## config.mk

```make
export PLATFORM = sky130hd
export DESIGN_NAME = iq_deframer_flat
export DESIGN_NICKNAME = d
export VERILOG_FILES = /design/src/rtl/iq_deframer_pkg.sv /design/src/rtl/iq_deframer_if.sv /design/src/rtl/iq_deframer_iq_sample_expander.sv /design/src/rtl/iq_deframer.sv /design/src/flat_wrapper.sv
export SDC_FILE = /design/constraint.sdc
export NUM_CORES = 1
export LEC_CHECK = 0
export ABC_AREA = 1
export CORE_MARGIN = 8
export CORE_UTILIZATION = 55
export CTS_CLUSTER_SIZE = 40
export DETAILED_ROUTE_END_ITERATION = 10
export GPL_ROUTABILITY_DRIVEN = 0
export MAX_ROUTING_LAYER = met4
export PLACE_DENSITY = 0.86
export REMOVE_ABC_BUFFERS = 1
export SLEW_MARGIN = 20
export SYNTH_ARGS = -nofsm -noshare
export SYNTH_HDL_FRONTEND = slang
export SYNTH_HIERARCHICAL = 1
export SYNTH_SLANG_ARGS = --single-unit
```

## constraint.sdc

```tcl
create_clock -name clk -period 4.4 [get_ports clk]
set_clock_uncertainty 0.05 [all_clocks]
set_input_delay 0.44 -clock clk [delete_from_list [all_inputs] [get_ports clk]]
set_output_delay 0.44 -clock clk [all_outputs]
set_load 0.02 [all_outputs]
```

## src/rtl/iq_deframer_pkg.sv

```systemverilog
`default_nettype none
// ============================================================================
// Module      : system_parameters (package)
// Description : Shared constants, header field positions and the deframer
//               state encoding for the IQ deframer.
// Revision    : 1.0 - initial release
// ============================================================================
package system_parameters;

    localparam int unsigned c_FRAME_PAYLOAD_WORDS_DEFAULT = 8;
    localparam logic [7:0]  c_COMMA_DEFAULT               = 8'hBC;

    // Header word layout: {COMMA, factor, control, reserved zero}
    localparam int unsigned c_HDR_COMMA_MSB  = 31;
    localparam int unsigned c_HDR_COMMA_LSB  = 24;
    localparam int unsigned c_HDR_FACTOR_MSB = 23;
    localparam int unsigned c_HDR_FACTOR_LSB = 20;
    localparam int unsigned c_HDR_CTRL_MSB   = 19;
    localparam int unsigned c_HDR_CTRL_LSB   = 16;
    localparam int unsigned c_HDR_RSVD_MSB   = 15;
    localparam int unsigned c_HDR_RSVD_LSB   = 0;

    typedef enum logic [1:0] {
        ST_HUNT    = 2'd0,
        ST_PAYLOAD = 2'd1,
        ST_HEADER  = 2'd2
    } deframer_state_t;

    function automatic logic is_header(input logic [31:0] word, input logic [7:0] comma);
        return (word[c_HDR_COMMA_MSB:c_HDR_COMMA_LSB] == comma) &&
               (word[c_HDR_RSVD_MSB:c_HDR_RSVD_LSB] == '0);
    endfunction

endpackage
`default_nettype wire

```

## src/rtl/iq_deframer_if.sv

```systemverilog
`default_nettype none
// ============================================================================
// Module      : iq_deframer_if
// Description : Input word stream and reconstructed sample stream of the
//               IQ deframer, plus its lock status.
// Revision    : 1.0 - initial release
// ============================================================================
interface iq_deframer_if;

    logic        inValid;
    logic        inReady;
    logic [31:0] inData;
    logic        outValid;
    logic        outReady;
    logic [31:0] outData;
    logic [3:0]  outScalingFactor;
    logic [3:0]  outControlData;
    logic        outFirst;
    logic        locked;
    logic [7:0]  syncErrCount;

    modport master (
        output inValid, inData, outReady,
        input  inReady, outValid, outData, outScalingFactor, outControlData,
               outFirst, locked, syncErrCount
    );

    modport slave (
        input  inValid, inData, outReady,
        output inReady, outValid, outData, outScalingFactor, outControlData,
               outFirst, locked, syncErrCount
    );

endinterface
`default_nettype wire

```

## src/rtl/iq_deframer_iq_sample_expander.sv

```systemverilog
`default_nettype none
// ============================================================================
// Module      : iq_sample_expander
// Description : Expands one signed 8-bit component to 16 bits, scaled by
//               2^factor with saturation to the 16-bit signed range.
// Revision    : 1.0 - initial release
// ============================================================================
module iq_sample_expander (
    input  wire logic [7:0]  i_component,
    input  wire logic [3:0]  i_factor,
    output logic      [15:0] o_sample
);

    // 8-bit value shifted by up to 15 fits in 23 bits; 24 leaves headroom
    logic signed [23:0] w_ext;
    logic signed [23:0] w_shifted;

    assign w_ext     = {{16{i_component[7]}}, i_component};
    assign w_shifted = w_ext <<< i_factor;

    always_comb begin
        o_sample = w_shifted[15:0];
        if (w_shifted > 24'sd32767) begin
            o_sample = 16'h7FFF;
        end else if (w_shifted < -24'sd32768) begin
            o_sample = 16'h8000;
        end
    end

endmodule
`default_nettype wire

```

## src/rtl/iq_deframer.sv

```systemverilog
`default_nettype none
// ============================================================================
// Module      : iq_deframer
// Description : Aligns to COMMA-headed frames, unpacks two 8-bit IQ samples
//               per payload word and emits scaled 16-bit IQ samples.
// Revision    : 1.0 - initial release
// ============================================================================
module iq_deframer
    import system_parameters::*;
#(
    parameter int unsigned FRAME_PAYLOAD_WORDS = c_FRAME_PAYLOAD_WORDS_DEFAULT,
    parameter logic [7:0]  COMMA               = c_COMMA_DEFAULT
) (
    input wire logic     clk,
    input wire logic     rst,
    iq_deframer_if.slave bus
);

    localparam int unsigned           c_CNT_W     = (FRAME_PAYLOAD_WORDS > 1) ? $clog2(FRAME_PAYLOAD_WORDS) : 1;
    localparam logic [c_CNT_W-1:0]    c_LAST_WORD = c_CNT_W'(FRAME_PAYLOAD_WORDS - 1);

    deframer_state_t    r_state;
    logic [c_CNT_W-1:0] r_word_cnt;
    logic [3:0]         r_factor;
    logic [3:0]         r_control;
    logic               r_locked;
    logic [7:0]         r_sync_err;

    logic [31:0]        r_hold_word;
    logic               r_hold_valid;
    logic               r_hold_phase;
    logic               r_hold_first;

    logic               r_out_valid;
    logic [31:0]        r_out_data;
    logic [3:0]         r_out_factor;
    logic [3:0]         r_out_control;
    logic               r_out_first;

    logic               w_out_can;
    logic               w_in_ready;
    logic               w_accept;
    logic               w_accept_payload;
    logic               w_is_header;
    logic               w_src_valid;
    logic               w_out_load;
    logic [31:0]        w_src_word;
    logic               w_src_phase;
    logic               w_src_first;
    logic [7:0]         w_sel_i;
    logic [7:0]         w_sel_q;
    logic [15:0]        w_sample_i;
    logic [15:0]        w_sample_q;

    assign w_out_can = !r_out_valid || bus.outReady;

    // Headers are only taken with the hold empty; payload may refill the
    // hold in the same cycle its last sample moves to the output.
    assign w_in_ready = !rst &&
                        (!r_hold_valid ||
                         ((r_state == ST_PAYLOAD) && r_hold_phase && w_out_can));

    assign w_accept         = bus.inValid && w_in_ready;
    assign w_accept_payload = w_accept && (r_state == ST_PAYLOAD);
    assign w_is_header      = is_header(bus.inData, COMMA);

    always_comb begin
        w_src_word  = r_hold_word;
        w_src_phase = r_hold_phase;
        w_src_first = r_hold_first && !r_hold_phase;
        if (!r_hold_valid) begin
            // Empty hold: sample 0 goes straight from the input to the output
            w_src_word  = bus.inData;
            w_src_phase = 1'b0;
            w_src_first = (r_word_cnt == '0);
        end
    end

    assign w_src_valid = r_hold_valid || w_accept_payload;
    assign w_out_load  = w_src_valid && w_out_can;
    assign w_sel_i     = w_src_phase ? w_src_word[15:8] : w_src_word[31:24];
    assign w_sel_q     = w_src_phase ? w_src_word[7:0]  : w_src_word[23:16];

    iq_sample_expander u_expand_i (
        .i_component (w_sel_i),
        .i_factor    (r_factor),
        .o_sample    (w_sample_i)
    );

    iq_sample_expander u_expand_q (
        .i_component (w_sel_q),
        .i_factor    (r_factor),
        .o_sample    (w_sample_q)
    );

    always_ff @(posedge clk) begin
        if (rst) begin
            r_state    <= ST_HUNT;
            r_word_cnt <= '0;
            r_factor   <= '0;
            r_control  <= '0;
            r_locked   <= 1'b0;
            r_sync_err <= '0;
        end else if (w_accept) begin
            case (r_state)
                ST_HUNT: begin
                    if (w_is_header) begin
                        r_factor   <= bus.inData[c_HDR_FACTOR_MSB:c_HDR_FACTOR_LSB];
                        r_control  <= bus.inData[c_HDR_CTRL_MSB:c_HDR_CTRL_LSB];
                        r_word_cnt <= '0;
                        r_locked   <= 1'b1;
                        r_state    <= ST_PAYLOAD;
                    end
                end
                ST_PAYLOAD: begin
                    if (r_word_cnt == c_LAST_WORD) begin
                        r_word_cnt <= '0;
                        r_state    <= ST_HEADER;
                    end else begin
                        r_word_cnt <= r_word_cnt + c_CNT_W'(1);
                    end
                end
                ST_HEADER: begin
                    if (w_is_header) begin
                        r_factor  <= bus.inData[c_HDR_FACTOR_MSB:c_HDR_FACTOR_LSB];
                        r_control <= bus.inData[c_HDR_CTRL_MSB:c_HDR_CTRL_LSB];
                        r_state   <= ST_PAYLOAD;
                    end else begin
                        r_locked <= 1'b0;
                        if (r_sync_err != 8'hFF) begin
                            r_sync_err <= r_sync_err + 8'd1;
                        end
                        r_state <= ST_HUNT;
                    end
                end
                default: r_state <= ST_HUNT;
            endcase
        end
    end

    always_ff @(posedge clk) begin
        if (rst) begin
            r_hold_word   <= '0;
            r_hold_valid  <= 1'b0;
            r_hold_phase  <= 1'b0;
            r_hold_first  <= 1'b0;
            r_out_valid   <= 1'b0;
            r_out_data    <= '0;
            r_out_factor  <= '0;
            r_out_control <= '0;
            r_out_first   <= 1'b0;
        end else begin
            if (r_hold_valid) begin
                if (w_out_load) begin
                    if (!r_hold_phase) begin
                        r_hold_phase <= 1'b1;
                    end else begin
                        r_hold_valid <= w_accept_payload;
                        r_hold_word  <= bus.inData;
                        r_hold_phase <= 1'b0;
                        r_hold_first <= (r_word_cnt == '0);
                    end
                end
            end else if (w_accept_payload) begin
                r_hold_valid <= 1'b1;
                r_hold_word  <= bus.inData;
                r_hold_phase <= w_out_load;
                r_hold_first <= (r_word_cnt == '0);
            end

            if (w_out_load) begin
                r_out_valid   <= 1'b1;
                r_out_data    <= {w_sample_i, w_sample_q};
                r_out_factor  <= r_factor;
                r_out_control <= r_control;
                r_out_first   <= w_src_first;
            end else if (bus.outReady) begin
                r_out_valid <= 1'b0;
            end
        end
    end

    assign bus.inReady          = w_in_ready;
    assign bus.outValid         = r_out_valid;
    assign bus.outData          = r_out_data;
    assign bus.outScalingFactor = r_out_factor;
    assign bus.outControlData   = r_out_control;
    assign bus.outFirst         = r_out_first;
    assign bus.locked           = r_locked;
    assign bus.syncErrCount     = r_sync_err;

endmodule
`default_nettype wire

```

## src/flat_wrapper.sv

```systemverilog
// flat-port wrapper written by rule: the top's interface ports become plain ports
module iq_deframer_flat import system_parameters::*;
#(
    parameter int unsigned FRAME_PAYLOAD_WORDS = c_FRAME_PAYLOAD_WORDS_DEFAULT,
    parameter logic [7:0]  COMMA               = c_COMMA_DEFAULT
)
  (clk, rst, bus_inValid, bus_inData, bus_outReady, bus_inReady, bus_outValid, bus_outData, bus_outScalingFactor, bus_outControlData, bus_outFirst, bus_locked, bus_syncErrCount);
  iq_deframer_if bus_i ();
  input wire logic clk;
  input wire logic rst;
  input wire logic [$bits(bus_i.inValid)-1:0] bus_inValid;
  input wire logic [$bits(bus_i.inData)-1:0] bus_inData;
  input wire logic [$bits(bus_i.outReady)-1:0] bus_outReady;
  output wire logic [$bits(bus_i.inReady)-1:0] bus_inReady;
  output wire logic [$bits(bus_i.outValid)-1:0] bus_outValid;
  output wire logic [$bits(bus_i.outData)-1:0] bus_outData;
  output wire logic [$bits(bus_i.outScalingFactor)-1:0] bus_outScalingFactor;
  output wire logic [$bits(bus_i.outControlData)-1:0] bus_outControlData;
  output wire logic [$bits(bus_i.outFirst)-1:0] bus_outFirst;
  output wire logic [$bits(bus_i.locked)-1:0] bus_locked;
  output wire logic [$bits(bus_i.syncErrCount)-1:0] bus_syncErrCount;
  assign bus_i.inValid = bus_inValid;
  assign bus_i.inData = bus_inData;
  assign bus_i.outReady = bus_outReady;
  assign bus_inReady = bus_i.inReady;
  assign bus_outValid = bus_i.outValid;
  assign bus_outData = bus_i.outData;
  assign bus_outScalingFactor = bus_i.outScalingFactor;
  assign bus_outControlData = bus_i.outControlData;
  assign bus_outFirst = bus_i.outFirst;
  assign bus_locked = bus_i.locked;
  assign bus_syncErrCount = bus_i.syncErrCount;
  iq_deframer #(.FRAME_PAYLOAD_WORDS(FRAME_PAYLOAD_WORDS), .COMMA(COMMA)) u_core (.clk(clk), .rst(rst), .bus(bus_i));
endmodule
```

==> flow_metrics.py <==
metrics = {
    "final_layout": {
        "drive_above_1_share_pct": 9.698,
        "antenna_cells": 0,
        "nets": 994,
        "area.growth.synth_to_final_pct": 17.11,
    },
    "critical_path": {
        "r2r-start": "u_core/r_hold_valid$_SDFF_PP0_",
        "critPathRequiredTime_ns": 4.67,
        "path_max_fanout": 19,
        "ff2ff_setup_slack_ns": 1.25,
        "critical_path_arrival_ns": 3.42,
        "rr_worst_depth": 18,
        "worstSetupPathType": "reg2reg",
        "r2r-end": "u_core/bus.outData[30]$_SDFFE_PP0P_",
        "startpoint_type": "flop",
        "cp-end-kind": "flop",
    },
    "worst_hold_path": {
        "whs_path_depth": 2,
        "hold_start": "u_core/bus.outData[25]$_SDFFE_PP0P_",
        "hp-class": "reg2reg",
        "holdPathEnd": "u_core/bus.outData[25]$_SDFFE_PP0P_",
    },
    "floorplan": {
        "start_util_pct": 56.21,
        "fp.dieW_um": 118.5,
        "coreArea_um2": 10280,
        "rows": 37,
        "ios": 88,
        "dieArea_um2": 14040,
        "die_height_um": 118.5,
    },
    "sta": {
        "setup_violations": 0,
        "fin_crit_ns": 3.155,
        "hold_viol": 0,
        "max_freq_ghz": 0.3170,
        "rsz0062_at_grt": "false",
        "fin_crit_sh_pct": 71.69,
        "tightest_slew_ns": 0.8272,
        "relSlewSlack_pct": 44.78,
        "tns_ns": 0,
        "report.final.slew_viol_count": 0,
    },
    "synth": {
        "async_reset_ff_share_pct": 0,
        "ys_top_cells_by_count": "237 x nand2_1, 181 x nor2_1, 99 x dfxtp_1",
        "synth_flop_cell": "dfxtp_1",
        "syn_area_per_cell_um2": 6.440,
        "ys_ff_latch": 99,
        "netlist.area_leader.share_pct": 34.31,
        "synth_most_common_cell": "nand2_1",
        "ys_types": 37,
        "postSynthCellCount": 897,
        "ys_top_cells_by_area": "dfxtp_1 34%, nand2_1 15%, nor2_1 12%, o21ai_0 6.4%, nand3_1 5.4%",
        "synth_top_cell_by_area": "dfxtp_1",
        "yosys_warnings": 6,
        "ys_seq_area_share_pct": 34.31,
        "netlist_area_um2": 5777,
        "synth_edf_count": 0,
    },
    "cts": {
        "tritoncts": "built",
        "cts_buffers": 9,
        "ctsHoldBuffers": 0,
        "htree_levels": 3,
        "cts.path.max_buffers": 2,
        "cts_sinks": 99,
        "cts_root_buffer": "clkbuf_8",
        "clk_pin_slew_worst_paths_ns": 0.10,
        "clock_latency_ns": 0.38,
        "cts_resized": 0,
        "cts_setup_buffers": 0,
    },
    "power": {
        "powerDensity_nw_per_um2": 254.7,
        "power_mw": 1.723,
        "leakage_nw": 2.831,
        "ir_drop_mv": 0.1948,
    },
    "routing": {
        "drt-initial-drc-count": 427,
        "dr_wl_met3_um": 752,
        "num_vias": 5653,
        "wl_per_cell_um": 12.61,
        "top_layer": "met4",
        "met2_length_um": 6332,
        "antenna_left": 0,
        "drtPass1Iterations": 5,
        "drt_wl_total_um": 13810,
        "viasPerCell": 5.163,
        "drc": 0,
        "met1_length_um": 6479,
    },
    "global_route": {
        "grt_max_degree": 86,
        "grt_pass1_wl_um": 23800,
        "grt_use_total_pct": 20.50,
        "antenna_found_initial": 0,
        "overflow": 0,
        "grt_pass1_vias": 5188,
    },
    "place": {
        "dp_hpwl_um": 9817,
        "port_buffers": 87,
    },
    "run_status": {
        "status": "finished, final reports clean",
    },
    "flow_run": {
        "cap_violations": 0,
    },
}
-- placed cells by master, fill, tap and decap left out, types with 2 or more instances in the layout --
cell type        Yosys  final
a21oi_1             24     24
clkbuf_8             0     10
a21oi_2              7      7
o21ai_2              2      2
inv_8                2      2
clkdlybuf4s50_1      0     87
nand2_2             33     33
nor3_1               6      6
inv_1               52     51
bufinv_16            0      2
nand2_4              8      8
xor2_1               2      2
xnor2_1              2      2
nor3_2               2      2
o21ai_0             74     74
nor3_4               2      2
nand2_1            237    237
nand4_1             12     12
o211ai_1            13     13
o21ai_1              8      8
nand3_2              2      2
buf_4                3      4
nand3_1             62     62
ha_1                 4      4
a31oi_1              2      2
or2_2                3      3
nor2_4               2      2
inv_2                6      7
dfxtp_1             99     99
nor2_1             181    181
-- metal layers --
metal  track usage [%]  vias up
li1                  -     2978
met1             25.32     2495
met2             32.47      162
met3             4.046       18
met4             7.905        0
met5                 -        -
-- metrics by stage --
stage / hold slack [ns] / setup WS [ns] / std cells / cell area [um2] / utilization [%]
3_5_place_dp: 0.4114 / 1.307 / 1079 / 6539 / 63.62
4_1_cts: 0.4302 / 1.249 / 1095 / 6765 / 65.83
6_report: 0.4346 / 1.245 / 1095 / 6765 / 65.83
2_1_floorplan: 0.3766 / 1.862 / 852 / 5468 / -
5_1_grt: 0.4601 / 0.8454 / 1095 / 6765 / 65.83
3_3_place_gp: 0.3956 / 1.462 / 1079 / 6539 / 63.62
-- worst max-delay path, cell delays in order (launching register included) --
cell and delay [ns]:
dfxtp_1 0.77, nand2_1 0.21, inv_1 0.41, nand2_1 0.11
o211ai_1 0.21, inv_1 0.15, nand2_2 0.09, nand3_1 0.06
nand2_1 0.12, nand2_1 0.06, nand2_1 0.11, nand2_1 0.06
nor2_1 0.10, nand3_1 0.08, nand2_1 0.16, nand2_1 0.10
nand2_2 0.06, o21ai_0 0.08, nor2_1 0.11
-- cells by family (layout without fill, tap and decap cells) --
group / count (synthesis) / in the layout / synth area share (%)
adder cells (fa/ha/maj): 4 / 4 / 0.8664
AND/OR/NAND/NOR: 552 / 552 / 41.69
AO/OA/AOI/OAI: 131 / 131 / 12.82
flip-flops: 99 / 99 / 34.31
buffers and inverters: 107 / 169 / 9.703
XOR/XNOR: 4 / 4 / 0.6066
-- final cells by class --
cell class                      instances  area [um2]
Fill cell                             955        3512
Tap cell                              136       170.2
Sequential cell                        99        1982
Inverter                               62       251.5
Timing Repair Buffer                   91       900.9
Clock buffer                           11       141.4
Multi-Input combinational cell        691        3234
Clock inverter                          5       85.08
-- worst max-delay path by stage --
stage	startpoint	endpoint	slack, ns	cells past startpoint
after CTS	u_core/r_hold_valid$_SDFF_PP0_	u_core/bus.outData[29]$_SDFFE_PP0P_	1.25	18
after global placement	u_core/r_hold_valid$_SDFF_PP0_	u_core/bus.outData[14]$_SDFFE_PP0P_	1.46	18
final	u_core/r_hold_valid$_SDFF_PP0_	u_core/bus.outData[30]$_SDFFE_PP0P_	1.25	18
after floorplan	u_core/r_hold_valid$_SDFF_PP0_	u_core/bus.outData[14]$_SDFFE_PP0P_	1.86	18
after global routing	u_core/r_hold_valid$_SDFF_PP0_	u_core/bus.outData[14]$_SDFFE_PP0P_	0.85	18
after detailed placement	u_core/r_hold_valid$_SDFF_PP0_	u_core/bus.outData[29]$_SDFFE_PP0P_	1.31	18
-- power breakdown --
group / internal [mW] / switching, mW / total [mW]
Combinational: 0.0675 / 0.0910 / 0.159
Sequential: 0.895 / 0.0000000341 / 0.895
Clock: 0.339 / 0.330 / 0.670
Total: 1.30 / 0.421 / 1.72
-- sequential cells by signal (all words and copies together) (netlist names) --
name	count
u_core/r_hold_phase	1
u_core/r_hold_word	32
u_core/bus.outScalingFactor	4
u_core/bus.syncErrCount	8
u_core/r_factor	4
u_core/r_state	2
u_core/r_hold_valid	1
u_core/r_hold_first	1
u_core/r_word_cnt	3
u_core/bus.outFirst	1
u_core/bus.outControlData	4
u_core/bus.outData	32
u_core/r_control	4
u_core/bus.outValid	1
u_core/bus.locked	1
(Power assumes the default switching activity.)
==> patch (same settings) <==
Encoding of `deframer_state_t`: now one-hot (3 bits for 3 states).
--- a/src/rtl/iq_deframer_pkg.sv
+++ b/src/rtl/iq_deframer_pkg.sv
@@ -22,6 +22,6 @@
 
-    typedef enum logic [1:0] {
-        ST_HUNT    = 2'd0,
-        ST_PAYLOAD = 2'd1,
-        ST_HEADER  = 2'd2
+    typedef enum logic [2:0] {
+        ST_HUNT    = 3'b001,
+        ST_PAYLOAD = 3'b010,
+        ST_HEADER  = 3'b100
     } deframer_state_t;
Function: no difference found for any inputs over 4 cycles, from zero or initial values and one cycle with rst high; so few cycles prove little.
==> patch against the unedited design <==
- fmax increased by 3.8%
- hold slack got worse by 0.028 ns
- total power shrank 1.8%
- clock power is 6.1% lower
- cell count up 2.3%
- combinational power is essentially flat
- sequential cell count rose by 1
- setup slack better by 0.12 ns
- synthesized area is 0.67% lower
- cell area down 0.18%
- wire length shrank 2.1%
- via count grew 2.2%
- critical endpoint is now u_core/bus.outData[24]$_SDFFE_PP0P_
==> patch: results (changes against the unedited design) <==
detailed_routing:
  drt_iter0_drc: 512  # +20%
  routed_wl_um: 13500  # -2.1%
  firstDrtPassIters: 6  # +1
  via_per_inst: 5.16  # about the same
worst_setup_path:
  crit_path_max_incr_delay_ns: 0.57  # -0.20 ns
  critPathMaxFanout: 17  # -2
  reg2reg_to: "u_core/bus.outData[24]$_SDFFE_PP0P_"
  reg2reg_depth: 17  # -1
cells_and_area:
  n_clock_buffer: 9  # -2
  non_clock_buffer_count: 90  # -1.1%
  fin_cells: 1120  # +2.3%
  multi_input_area_um2: 3230  # about the same
  seq-cell-share_pct: 29.6  # +0.35 points
  inv_count: 59  # -4.8%
  clk_share_pct: 3.22  # -0.12 points
  multi_input_gates: 719  # +4.1%
  drive_gt1_share_pct: 8.03  # -1.7 points
  fill_cells: 960  # +0.52%
  sequential_cell_total: 100  # +1.0%
  buf_share_pct: 13.2  # -0.087 points
  fin_nets: 1019  # +2.5%
  multi_input_area_share_pct: 47.9  # +0.052 points
run_status:
  outcome: "finished clean"
placement:
  place_area_um2: 6540  # about the same
  dpl_worst_slack_ns: 1.33  # +0.0271 ns
  place_hpwl_um: 9690  # -1.3%
logic_synthesis:
  synth_area_leaders: "dfxtp_1 35%, nand2_1 16%, nor2_1 14%"
  synth_fa_ha_area_share_pct: 0.872  # +0.0059 points
  synth_xor_area_share_pct: 0.611  # +0.0041 points
  syn_area_per_cell_um2: 6.22  # -3.5%
  synth_seq_area_share_pct: 34.9  # +0.58 points
  synthTopCellsByCount: "250 x nand2_1, 211 x nor2_1, 100 x dfxtp_1"
global_route:
  grt_pass1_wl_um: 23900  # +0.37%
  grt_start_max_net_pins: 90  # +4.7%
  first_global_vias: 5209  # +0.40%
  grt_use_total_pct: 20.3  # -0.22 points
min_path:
  holdPathStages: 2  # unchanged
  min_from: "u_core/bus.locked$_SDFFE_PP0P_"
  whs_endpoint: "u_core/bus.locked$_SDFFE_PP0P_"
timing:
  holdWs_ns: 0.407  # -0.0276 ns
  setup_ws_ns: 1.36  # +0.116 ns
  relSlewSlack_pct: 31.8  # -13 points
power:
  p_leak_nw: 2.88  # +1.6%
  combPwrFrac_pct: 9.4  # +0.2 points
  power_density_nw_per_um2: 251  # -1.6%
  p_seq_share_pct: 53.4  # +1.5 points
  sw_frac_of_total_pct: 26.1  # +1.7 points
  peakVddDrop_mv: 0.141  # -28%
[patch: changes by cell type after synthesis, sizes merged, moves of 3 or more]
cell / before / now
o211ai: 13 / 2
clkbuf: 22 / 27
buf: 23 / 18
nor2: 184 / 213
nor3: 10 / 6
a21oi: 31 / 13
inv: 61 / 55
o21ai: 84 / 94
nand4: 12 / 16
nand3: 64 / 71
nand2: 278 / 287
clkinv: 1 / 4
[patch: logic make-up after synthesis]
| logic type | Yosys count |
|---|---|
| AND/OR/NAND/NOR | 596 |
| XOR/XNOR | 4 |
| flip-flops | 100 |
| buffers and inverters | 104 |
| AO/OA/AOI/OAI | 115 |
| adder cells (fa/ha/maj) | 4 |
[patch: worst min-delay path, stage by stage (launching register included)]
cell	delay (ns)
dfxtp_1	0.32
inv_1	0.05
a21oi_1	0.05
[patch: metal layers]
metal	up-vias	track usage (%)	wire length [um]
li1	3037	-	-
met1	2557	26.5	6520
met2	175	31.5	6110
met3	11	3.62	747
met4	0	5.60	136
met5	-	-	0
